===== src/rtl/dma_reg_burst_writer.sv =====
// Burst sequencer: writes a stream of words into consecutive register-file entries.
// Optional free-running write counter output enabled by BURST_WORD_COUNTER_EN.
module dma_reg_burst_writer #(
    parameter int unsigned DATA_W = 32,
    parameter int unsigned IDX_W  = 5
) (
    input  logic              clk,
    input  logic              rst,
    input  logic              start,
    input  logic [IDX_W-1:0]  base_idx,
    input  logic [5:0]        length,
    input  logic              abort,
    input  logic [DATA_W-1:0] data_in,
    input  logic              data_valid,
    output logic              data_ready,
    output logic [IDX_W-1:0]  sel_mux,
    output logic              wr_en,
    output logic [DATA_W-1:0] wr_data,
    output logic              busy,
    output logic              done
`ifdef BURST_WORD_COUNTER_EN
    ,
    output logic [15:0]       word_count
`endif
);

    localparam int unsigned REM_W   = 6;
    localparam int unsigned MAX_LEN = 32;

    typedef enum logic [1:0] {
        IDLE,
        XFER,
        DONE
    } state_t;

    state_t             state, state_d;
    logic [IDX_W-1:0]   idx, idx_d;
    logic [REM_W-1:0]   rem, rem_d;
    logic [IDX_W-1:0]   sel_d;
    logic [DATA_W-1:0]  wr_data_d;
    logic               wr_en_d;
    logic               done_d;
    logic               beat;

    assign busy = (state != IDLE);

    // Next-state, counters and next values of the registered write port.
    always_comb begin
        state_d    = state;
        idx_d      = idx;
        rem_d      = rem;
        sel_d      = sel_mux;
        wr_data_d  = wr_data;
        wr_en_d    = 1'b0;
        done_d     = 1'b0;
        data_ready = 1'b0;
        beat       = 1'b0;
        case (state)
            IDLE: begin
                if (start && (length != '0)) begin
                    idx_d   = base_idx;
                    rem_d   = (length > REM_W'(MAX_LEN)) ? REM_W'(MAX_LEN) : length;
                    state_d = XFER;
                end
            end
            XFER: begin
                data_ready = !abort;
                beat       = data_valid && !abort;
                if (abort) begin
                    state_d = IDLE;
                end else if (beat) begin
                    sel_d     = idx;
                    wr_data_d = data_in;
                    wr_en_d   = 1'b1;
                    idx_d     = idx + 1'b1;
                    rem_d     = rem - 1'b1;
                    // Final word: done lines up with its write strobe.
                    if (rem == REM_W'(1)) begin
                        state_d = DONE;
                        done_d  = 1'b1;
                    end
                end
            end
            DONE:    state_d = IDLE;
            default: state_d = IDLE;
        endcase
    end

    always_ff @(posedge clk) begin
        if (rst) begin
            state   <= IDLE;
            idx     <= '0;
            rem     <= '0;
            sel_mux <= '0;
            wr_data <= '0;
            wr_en   <= 1'b0;
            done    <= 1'b0;
        end else begin
            state   <= state_d;
            idx     <= idx_d;
            rem     <= rem_d;
            sel_mux <= sel_d;
            wr_data <= wr_data_d;
            wr_en   <= wr_en_d;
            done    <= done_d;
        end
    end

`ifdef BURST_WORD_COUNTER_EN
    // Counts issued write strobes; only reset clears it.
    always_ff @(posedge clk) begin
        if (rst) begin
            word_count <= '0;
        end else if (wr_en) begin
            word_count <= word_count + 16'd1;
        end
    end
`endif

endmodule

===== config.mk =====
export PLATFORM = sky130hd
export DESIGN_NAME = dma_reg_burst_writer
export DESIGN_NICKNAME = d
export VERILOG_FILES = /design/src/rtl/dma_reg_burst_writer.sv
export SDC_FILE = /design/constraint.sdc
export NUM_CORES = 1
export LEC_CHECK = 0
export CORE_MARGIN = 8
export CORE_UTILIZATION = 43
export DETAILED_ROUTE_END_ITERATION = 7
export PLACE_DENSITY = 0.86
export SETUP_SLACK_MARGIN = 0.5
export SLEW_MARGIN = 20
export SYNTH_ARGS = -nofsm -noshare
export SYNTH_HDL_FRONTEND = slang
export SYNTH_SLANG_ARGS = --single-unit

===== constraint.sdc =====
create_clock -name clk -period 2.13 [get_ports clk]
set_input_delay 0.3195 -clock clk [delete_from_list [all_inputs] [get_ports clk]]
set_output_delay 0.3195 -clock clk [all_outputs]
set_load 0.03 [all_outputs]

* Yosys cells after proc, flatten, opt, wreduce, memory -nomap -nowiden *
Index checks and enable logic that the tools add are counted.

word-level totals
  bits in registers = 52
  bits of input ports = 48
  output and inout port bits = 41
  logic and storage cells = 49

cells by class
  $add $sub $neg = 2
  $lt $le $gt $ge = 1
  equal/unequal tests = 7
  multiplexer cells = 17
  bitwise logic cells = 3
  reduce and logical (&&, ||, !) cells = 12

operators with widths
  cell                                                 count
  two-way mux 6 bit                                    4
  two-way mux 5 bit                                    3
  one-hot mux 6 bit (2 select lines)                   1
  one-hot mux 5 bit (2 select lines)                   1
  two-way mux 2 bit                                    4
  equality test 6 x 1 -> 1 bit, second input constant  1
  > comparator 6 bit, second input constant            1
  inequality test 2 bit, second input constant         3
  inequality test 3 bit, second input constant         2
  AND reduction 3 bit                                  2
  nonzero test 6 bit                                   1
  subtractor 6 x 1 -> 6 bit, second input constant     1
  adder 5 x 1 -> 5 bit, second input constant          1
  one-hot mux 2 bit (2 select lines)                   1
  AND reduction 4 bit                                  1
  nonzero test 2 bit                                   2
  OR reduction 4 bit                                   1
  two-way mux 1 bit                                    3
  NOT 1 bit                                            3
  OR reduction 3 bit                                   1
  equality test 2 x 1 -> 1 bit, second input constant  1
  logical AND 1 bit                                    2
  logical NOT 2 bit                                    1
  logical NOT 1 bit                                    1

* Logic depth before layout (Yosys ltp) *
  depth in word-level cells = 5
  depth in mapped cells = 7
  depth with buffers taken out = 5

* Worst setup path before layout *
Ideal clock, no wire load.

  path type = input to register
  from = input length[0]
  to = register rem[3]
  library setup time = 0.117 ns
  data arrival time = 1.549 ns
  data required time = 2.013 ns
  path slack = 0.463 ns
  stages = 5
  buffers on the path = 1
  cell sequence = or4_4 o311ai_2 buf_6 nand2_2 a32o_1

on the way
  cells in the longest elaborated chain, start to end = 4
  elaborated cells on any way between the ends = 8
  classes of those cells = order compare: 1; eq/ne: 1; mux: 3; reduce/logical: 3

RTL lines
  item                                                                              RTL line  text
  from (decl)                                                                       11        input logic [5:0] length,
  > comparator 6 bit / nonzero test 6 bit (equally long branches)                   62, 60
  two-way mux 6 bit / logical AND 1 bit (equally long branches)                     62, 60
  two-way mux 6 bit / inequality test 2 bit (equally long branches)                 n/a
  one-hot mux 6 bit (2 select lines) / AND reduction 4 bit (equally long branches)  n/a
  to (signal assigned)                                                              101       rem <= rem_d;
  to (decl)                                                                         38        logic [REM_W-1:0] rem, rem_d;

Several ways; a longest one is shown, not always the timed one. The select of a mux whose other input is x is not followed.
A chain may end at the register's enable or synchronous reset.

* Final worst setup path *
  from = register state[1]
  to = output data_ready

on the way
  cells in the longest elaborated chain, start to end = 2

RTL lines
  item                          RTL line  text
  from (decl)                   36        state_t state, state_d;
  from (signal assigned)        99        state <= state_d;
  equality test 2 x 1 -> 1 bit  58        case (state)
  two-way mux 1 bit             58
  to (decl)                     15        output logic data_ready,

No other way between the ends.

==> results.md <==
* Critical path type: flop to output pin
* CTS Sinks at 52
* Compound-Gate Fraction of Synth Area at 0.2053
* Most frequent cell after synthesis: nand2_1
* Post-synth EDFFs at 0
* Hold Crit Start: wr_data[23]
* Synth Net Count at 321
* Final instance area at 0.003312 mm²
* Most used DFF post-synth: dfxtp_1
* Hold Fails Final Rpt at 0
* Minimum clock period at 1.589 ns
* Critical Path End Type: output pin
* Pleak at 1.400 nW
* Post-synthesis async set-or-reset flop share at 0
* Clock buffer depth at 2
* Setup violators final at 0
* DIE HEIGHT at 87.73 µm
* Post-synthesis adder-cell area fraction at 0.01697
* First-pass GRT wire length at 10.49 mm
* Vias per Instance at 5.144
* Gr usage total at 0.1693
* Commonest cells post-synth: nand2_1, dfxtp_1, a21oi_1
* Root Driver: clkbuf_8
* 1st-iter DRT viols at 123
* Starting Density at 0.4387
* Share of the synthesized area in the top cell type at 0.4706
* CP Data Required Time at 1.81 ns
* Clock transition at path regs at 0.09 ns
* Worst hold path type: flop to flop
* Post-Synthesis Cells at 270
* Final Skew at 0.006793 ns
* Top-Level Pins at 89
* Combinational family with the most area after synthesis: simple AND/OR/NAND/NOR gates
* Maximum clock frequency at 0.6294 GHz
* Peak supply drop at 0.4500 mV
* Period utilization at 0.7459
* Setup crit start: state[1]
* PortBufs at 88
* Footprint of the multi-input gates at 0.001085 mm²
* Largest net degree at the start of global routing at 33
* Placed Cells at 422
* Vias in the first global route at 2260
* RSZ-0062 raised after global routing: yes
* DRC at 0
* Rel. slew slack at 0.6409
* CP Launch Type: flop
* PwrDens at 619.2 mW/mm²
* Worst-Skew Late Latency at 0.30 ns
* CTS Hold Buffers Added at 0
* Post-Syn Area at 0.002212 mm²
* DP Area at 0.003192 mm²
* H-tree levels at 2
* Leading post-synthesis cells by cell area: dfxtp_1, nand2_1, a21oi_1
* Hpwl dp at 4.817 mm
* Mux cell area share after synthesis at 0
* Syn_area_per_cell at 8.193 µm²
* Nets at 412
* Antenna fix cells at 0
* Number of routed nets with antenna violations at 0
* Rows at 26
* Unique cell type count in the Yosys netlist at 38
* Max-slew violation count at 0
* Die width at 87.73 µm
* Yosys reg bits at 52
* Max FO, Critical Path at 6
* Max Cap Viol at 0
* Core box area at 0.005042 mm²
* Initial antenna violation count at 0
* Reg-to-Reg Start: state[1]
* DR pass1 iterations at 4
* TritonCTS clock tree: done
* Fin cells at 432
* Sequential fraction of the synthesis area at 0.4706
* CP arrival at 1.27 ns
* Yosys warns at 0
* Total gr overflow at 0
* Simple-gate share of the synthesized area at 0.2477
* Biggest area consumer among synthesized cells: dfxtp_1
* Fillers at 460
* WL/cell at 15.01 µm
* Status: finished, final reports clean
* Via count at 2222
* Post-Route WL at 6.486 mm
* Area growth, synth to finish at 49.72%
* Worst-Margin Slew at 0.5387 ns
* Share of cells above drive strength 1 at 0.1160
* TritonCTS buffer count at 5
* Post-Synth XOR/XNOR Area at 0
* Die area at 0.007696 mm²
* RePlAce Congestion at 0.8738
* Area taken by flip-flops and latches at 0.001042 mm²
## state kept, by name, indices dropped and copies added (netlist names)
name     flops
state        2
wr_data     32
idx          5
rem          6
sel_mux      5
done         1
wr_en        1
## per-layer routing
metal / GRT usage / up-vias / share of wire
li1: - / 1110 / -
met1: 0.1856 / 1028 / 0.40
met2: 0.3051 / 78 / 0.52
met3: 0.04878 / 6 / 0.074
met4: 0.05156 / 0 / 0.0066
met5: 0 / - / 0
## power breakdown
group	internal (W)	total, W	switching, W
combinational	0.000179	0.000362	0.000183
sequential	0.00100	0.00103	0.0000296
clock	0.000349	0.000654	0.000306
total	0.00153	0.00205	0.000518
## final cells by class
class | instances | share of cell area
Multi-Input combinational cell | 194 | 0.3275
Sequential cell | 52 | 0.3147
Timing Repair Buffer | 104 | 0.2943
Tap cell | 70 | 0.02645
Clock buffer | 6 | 0.02191
Clock inverter | 2 | 0.01058
Inverter | 4 | 0.004533
## critical path, cell delays in order, from the launching register on
cell and delay [ns]:
dfxtp_1 0.38, nand2b_2 0.26, nor2_2 0.13, clkbuf_4 0.20
## timing repair
| item | in CTS | in global routing |
|---|---|---|
| pin swaps | 8 | 2 |
| endpoints found under the setup margin | 81 | 16 |
| hold endpoints to repair | 0 | 0 |
| gates resized for setup | 56 | 10 |
| setup buffers | 2 | 0 |
## metrics by stage
step                      setup WS (ns)  setup TNS, ns  utilization  hold WS (ns)  power, W
after detailed placement       -0.04884        -0.1673       0.6330        0.4467  0.001417
after global placement          0.01382              0       0.6330        0.4402  0.001412
final                            0.5412              0       0.6568        0.4548  0.002051
after CTS                        0.5007              0       0.6514        0.4576  0.002067
after floorplan                  0.4861              0            -        0.4459  0.001242
after global routing             0.4841              0       0.6568        0.4743  0.002140
## worst paths after layout
path	end	slack, ns	cells after the start
setup / recovery	data_ready	0.54	3
hold reg to reg	wr_data[23]	0.45	2
setup reg to reg	rem[3]	0.62	5
hold / removal	wr_data[23]	0.45	2
## cell families (layout without fill, tap and decap cells)
group,count (synthesis),in the layout
buf+inv,24,116
flops,52,52
compound gates,71,71
simple gates,120,120
fa+ha+maj,3,3
## layout by cell type (no fill, tap or decap), types with 2 or more instances in the layout
cell type	n
a211oi_2	2
a21oi_1	49
a22oi_1	2
a31oi_1	3
and3_1	2
buf_4	12
buf_6	3
clkbuf_8	5
clkdlybuf4s15_1	2
clkdlybuf4s50_1	42
dfxtp_1	51
dlygate4sd2_1	37
dlymetal6s2s_1	3
ha_1	3
inv_1	4
nand2_1	82
nand3_1	6
nor2_1	7
nor2_4	2
nor3_1	5
nor3b_1	4
nor4b_1	2
o32ai_1	5
Power figures use the tool's default switching activity.
==> variant 1: new RTL, same flow settings <==
Add a define of `BURST_WORD_COUNTER_EN`.
--- a/src/rtl/dma_reg_burst_writer.sv
+++ b/src/rtl/dma_reg_burst_writer.sv
@@ -1,5 +1,7 @@
 // Burst sequencer: writes a stream of words into consecutive register-file entries.
 // Optional free-running write counter output enabled by BURST_WORD_COUNTER_EN.
+`define BURST_WORD_COUNTER_EN
+
 module dma_reg_burst_writer #(
     parameter int unsigned DATA_W = 32,
     parameter int unsigned IDX_W  = 5
Behaviour (old outputs only; new: word_count): unchanged (equiv_simple and equiv_induct, registers matched by name and starting in step).
==> variant 1 against the unedited design <==
Synthesized cell count increased by 28%. Highest routed layer unchanged. Cell area increased by 30%. Largest cell class unchanged. Critical path type is now in -> reg. Critical path depth increased by 3. Largest power group unchanged. Power increased by 43%. Worst setup slack got worse by 44 ps. Sequential cell count increased by 16. Non-clock buffer count increased by 14. Wire length increased by 27%. Synthesized area increased by 31%.
==> variant 1: results <==
metrics = {
    "worst_setup_path": {
        "cp.arrival_ps": 1820,
        "cpPeakStageDelay_ps": 550,
    },
    "drt": {
        "route.final.wire_length_mm": 8.233,
        "vias_per_cell": 5.307,
        "drt-initial-drc-count": 154,
    },
    "clock_network": {
        "htreeDepth": 3,
        "clock_latency_ps": 340,
        "clk_pin_slew_ps": 70,
        "numCtsBuffers": 9,
    },
    "pwr": {
        "irDropWorstVdd_mv": 0.5261,
        "p_clk_uw": 1210,
        "powerDensity_nw_per_um2": 682.5,
        "p_leak_uw": 0.001788,
    },
    "logic_synthesis": {
        "synth.area.mux_share_pct": 0.3447,
        "syn_area_per_cell_um2": 8.417,
        "synthAdderAreaFrac_pct": 1.723,
        "synth_area_leaders": "dfxtp_1 47%, nand2_1 10%, a21oi_1 9.1%, xor2_1 3.3%, nor2_1 3.0%",
        "synth_fp_nets": 397,
    },
    "global_routing": {
        "grt_usage_pct": 17.31,
        "grt_pass1_vias": 2903,
        "grt_pass1_wl_mm": 13.84,
    },
    "layout": {
        "top_regs": "wr_data x32, word_count x16, rem x6",
    },
    "timing": {
        "slew_headroom_pct": 65.64,
        "fin_skew_ps": 7.034,
    },
    "place": {
        "dpl_cell_area_um2": 4034,
    },
    "outcome": {
        "status": "completed",
    },
}
variant 1: cell types whose count changed in the layout (fill, tap and decap cells not counted), sizes merged, moves of 5 or more:
cell         change
nand2b           +5
clkbuf           +7
xor2            +11
nand4            +9
nor2            +14
dlygate4sd2     +16
dfxtp           +16
variant 1: cell type report:
cell class,instances,area (um^2)
clock buffers,12,165.2
clock inverters,4,70.07
fillers,565,2375
inverters,5,18.77
multi-input cells,248,1476
flip-flops and latches,68,1374
well taps,80,100.1
repair buffers,118,1102
variant 1: final timing paths:
path                from     endpoint  slack (ps)  depth (start not counted)
min reg2reg  wr_data[27]  wr_data[27]         450                          2
max            length[2]       rem[0]         500                          6
min            length[2]       rem[2]         420                          3
max reg2reg     state[1]       idx[4]         560                          6
variant 1: metal layers:
layer | vias to the layer above | track usage (%) | routed length [um]
li1 | 1399 | - | -
met1 | 1328 | 18.45 | 3309
met2 | 102 | 29.14 | 4116
met3 | 10 | 8.250 | 723
met4 | 0 | 6.375 | 84
met5 | - | 0 | 0
==> variant 2: new RTL, same flow settings <==
Without the edit above. The 3 states of `state_t` get a one-hot encoding in 3 bits.
--- a/src/rtl/dma_reg_burst_writer.sv
+++ b/src/rtl/dma_reg_burst_writer.sv
@@ -27,10 +27,10 @@
     localparam int unsigned REM_W   = 6;
     localparam int unsigned MAX_LEN = 32;
 
-    typedef enum logic [1:0] {
-        IDLE,
-        XFER,
-        DONE
+    typedef enum logic [2:0] {
+        IDLE = 3'b001,
+        XFER = 3'b010,
+        DONE = 3'b100
     } state_t;
 
     state_t             state, state_d;
Behaviour: no difference found for any inputs over 10 cycles, from zero or initial values and one cycle with rst high; not proved beyond that.
==> variant 2 against the unedited design <==
Sequential share of layout area down 3.2 points. Count of clock-buffer cells in the layout stayed put. Register-to-register slack worse by 240 ps. Cell area increased by 14%. Synthesized area fell by 0.91%. Worst setup slack worse by 160 ps. Critical path depth up 4. Final cell count grew 4.9%. Sequential cell count rose by 1. Wire length up 10%. Non-clock buffer count up 16. Power grew 0.23%. Critical path type is now reg -> reg. Largest cell class is now buffers. Highest routed layer unchanged.
==> variant 2: results <==
metrics = {
    "outcome": {
        "status": "completed",
    },
    "logic_synthesis": {
        "synth_area_leaders": "dfxtp_1 48%, nand2_1 13%, a21oi_1 12%, o32ai_1 2.8%, clkbuf_1 2.4%",
        "synth_cell_types": 32,
        "ys_async_sr_fraction_pct": 0,
        "synth_seq_area_share_pct": 48.40,
        "ys_top_cells_by_count": "78 x nand2_1, 53 x dfxtp_1, 52 x a21oi_1, 14 x clkbuf_1, 9 x nor2_1",
        "synth_fp_nets": 325,
        "ys.flop_type": "dfxtp_1",
    },
    "timing": {
        "slew_headroom_pct": 56.58,
        "fin_skew_ps": 14.94,
        "finalHoldWorstSlack_ps": 453.0,
        "finalCritPeriodShare_pct": 82.34,
    },
    "clock_network": {
        "htreeDepth": 2,
        "clk_pin_slew_ps": 100,
        "clock_latency_ps": 310,
        "clockBufferDepth": 2,
        "numCtsBuffers": 5,
        "ctsRootBufferMaster": "clkbuf_8",
    },
    "place": {
        "dpl_cell_area_um2": 3211,
        "gp_congestion": 0.8538,
        "preCtsSetupSlack_ps": -78.63,
        "dp_hpwl_mm": 4.629,
        "portBuffers": 88,
    },
    "layout": {
        "top_regs": "wr_data x32, rem x6",
        "fin_nets": 433,
        "antenna_cells": 0,
        "nFillCells": 374,
        "drive_above_1_share_pct": 22.19,
    },
    "min_path": {
        "worstHoldPathType": "reg -> reg",
    },
    "worst_setup_path": {
        "cpPeakStageDelay_ps": 420,
        "cpLargestDelayFamily": "simple AND/OR/NAND/NOR gates",
        "cp.arrival_ps": 1970,
        "rrSetupSlack_ps": 380,
        "worstPathMaxFanout": 6,
        "slowest_stage": "or3b_4",
    },
    "global_routing": {
        "grt_pass1_wl_mm": 10.85,
        "grt_usage_pct": 17.87,
        "grt_pass1_vias": 2283,
        "grt_max_degree": 33,
    },
    "drt": {
        "wl_per_cell_um": 15.81,
        "drt-initial-drc-count": 121,
        "vias_per_cell": 5.177,
    },
    "pwr": {
        "irDropWorstVdd_mv": 0.4177,
        "p_leak_uw": 0.001587,
    },
}
variant 2: final timing paths:
| kind | depth (start not counted) | end | start |
|---|---|---|---|
| setup / recovery | 7 | rem[0] | state[0] |
| hold / removal | 2 | wr_data[5] | wr_data[5] |
| setup reg to reg | 7 | rem[0] | state[0] |
| hold reg to reg | 2 | wr_data[5] | wr_data[5] |
variant 2: kinds of logic after synthesis:
kind of cell / share of synthesized area, %
buffers and inverters: 4.451
adder cells (fa/ha/maj): 1.713
AND/OR/NAND/NOR: 25.23
AO/OA/AOI/OAI: 20.21
flip-flops: 48.40
variant 2: through the flow:
step	total power, uW	TNS [ps]	instances
finish	2055	0	453
CTS	2039	0	446
detailed placement	1308	-240.9	425
global route	2126	0	453
floorplan	1169	0	274
global placement	1303	0	425
variant 2: area by class of cell:
| class | count | area [um^2] | area share [%] |
|---|---|---|---|
| Clock buffer | 6 | 82.58 | 2.193 |
| Clock inverter | 2 | 37.54 | 0.9970 |
| Inverter | 4 | 15.01 | 0.3988 |
| Multi-Input combinational cell | 198 | 1231 | 32.70 |
| Sequential cell | 53 | 1065 | 28.28 |
| Tap cell | 70 | 87.58 | 2.326 |
| Timing Repair Buffer | 120 | 1246 | 33.10 |
variant 2: repair_timing:
action                                  CTS  global route
resized for setup                        70            31
cloned                                    4             1
pin swaps                                15            10
endpoints found under the setup margin   88            52
setup buffers                             9             6
variant 2: where the power goes:
part / switching, uW / internal (uW) / total [uW] / leakage, uW
Combinational: 139 / 169 / 307 / 0.00110
Sequential: 19.5 / 1010 / 1030 / 0.000429
Clock: 335 / 383 / 718 / 0.0000574
Total: 493 / 1560 / 2060 / 0.00159
variant 2: layer usage:
layer	wire length (um)	up-vias	track usage, %
met5	0	-	0
met3	565	11	6.226
li1	-	1151	-
met1	2841	1110	19.30
met4	84	0	5.313
met2	3669	73	31.75
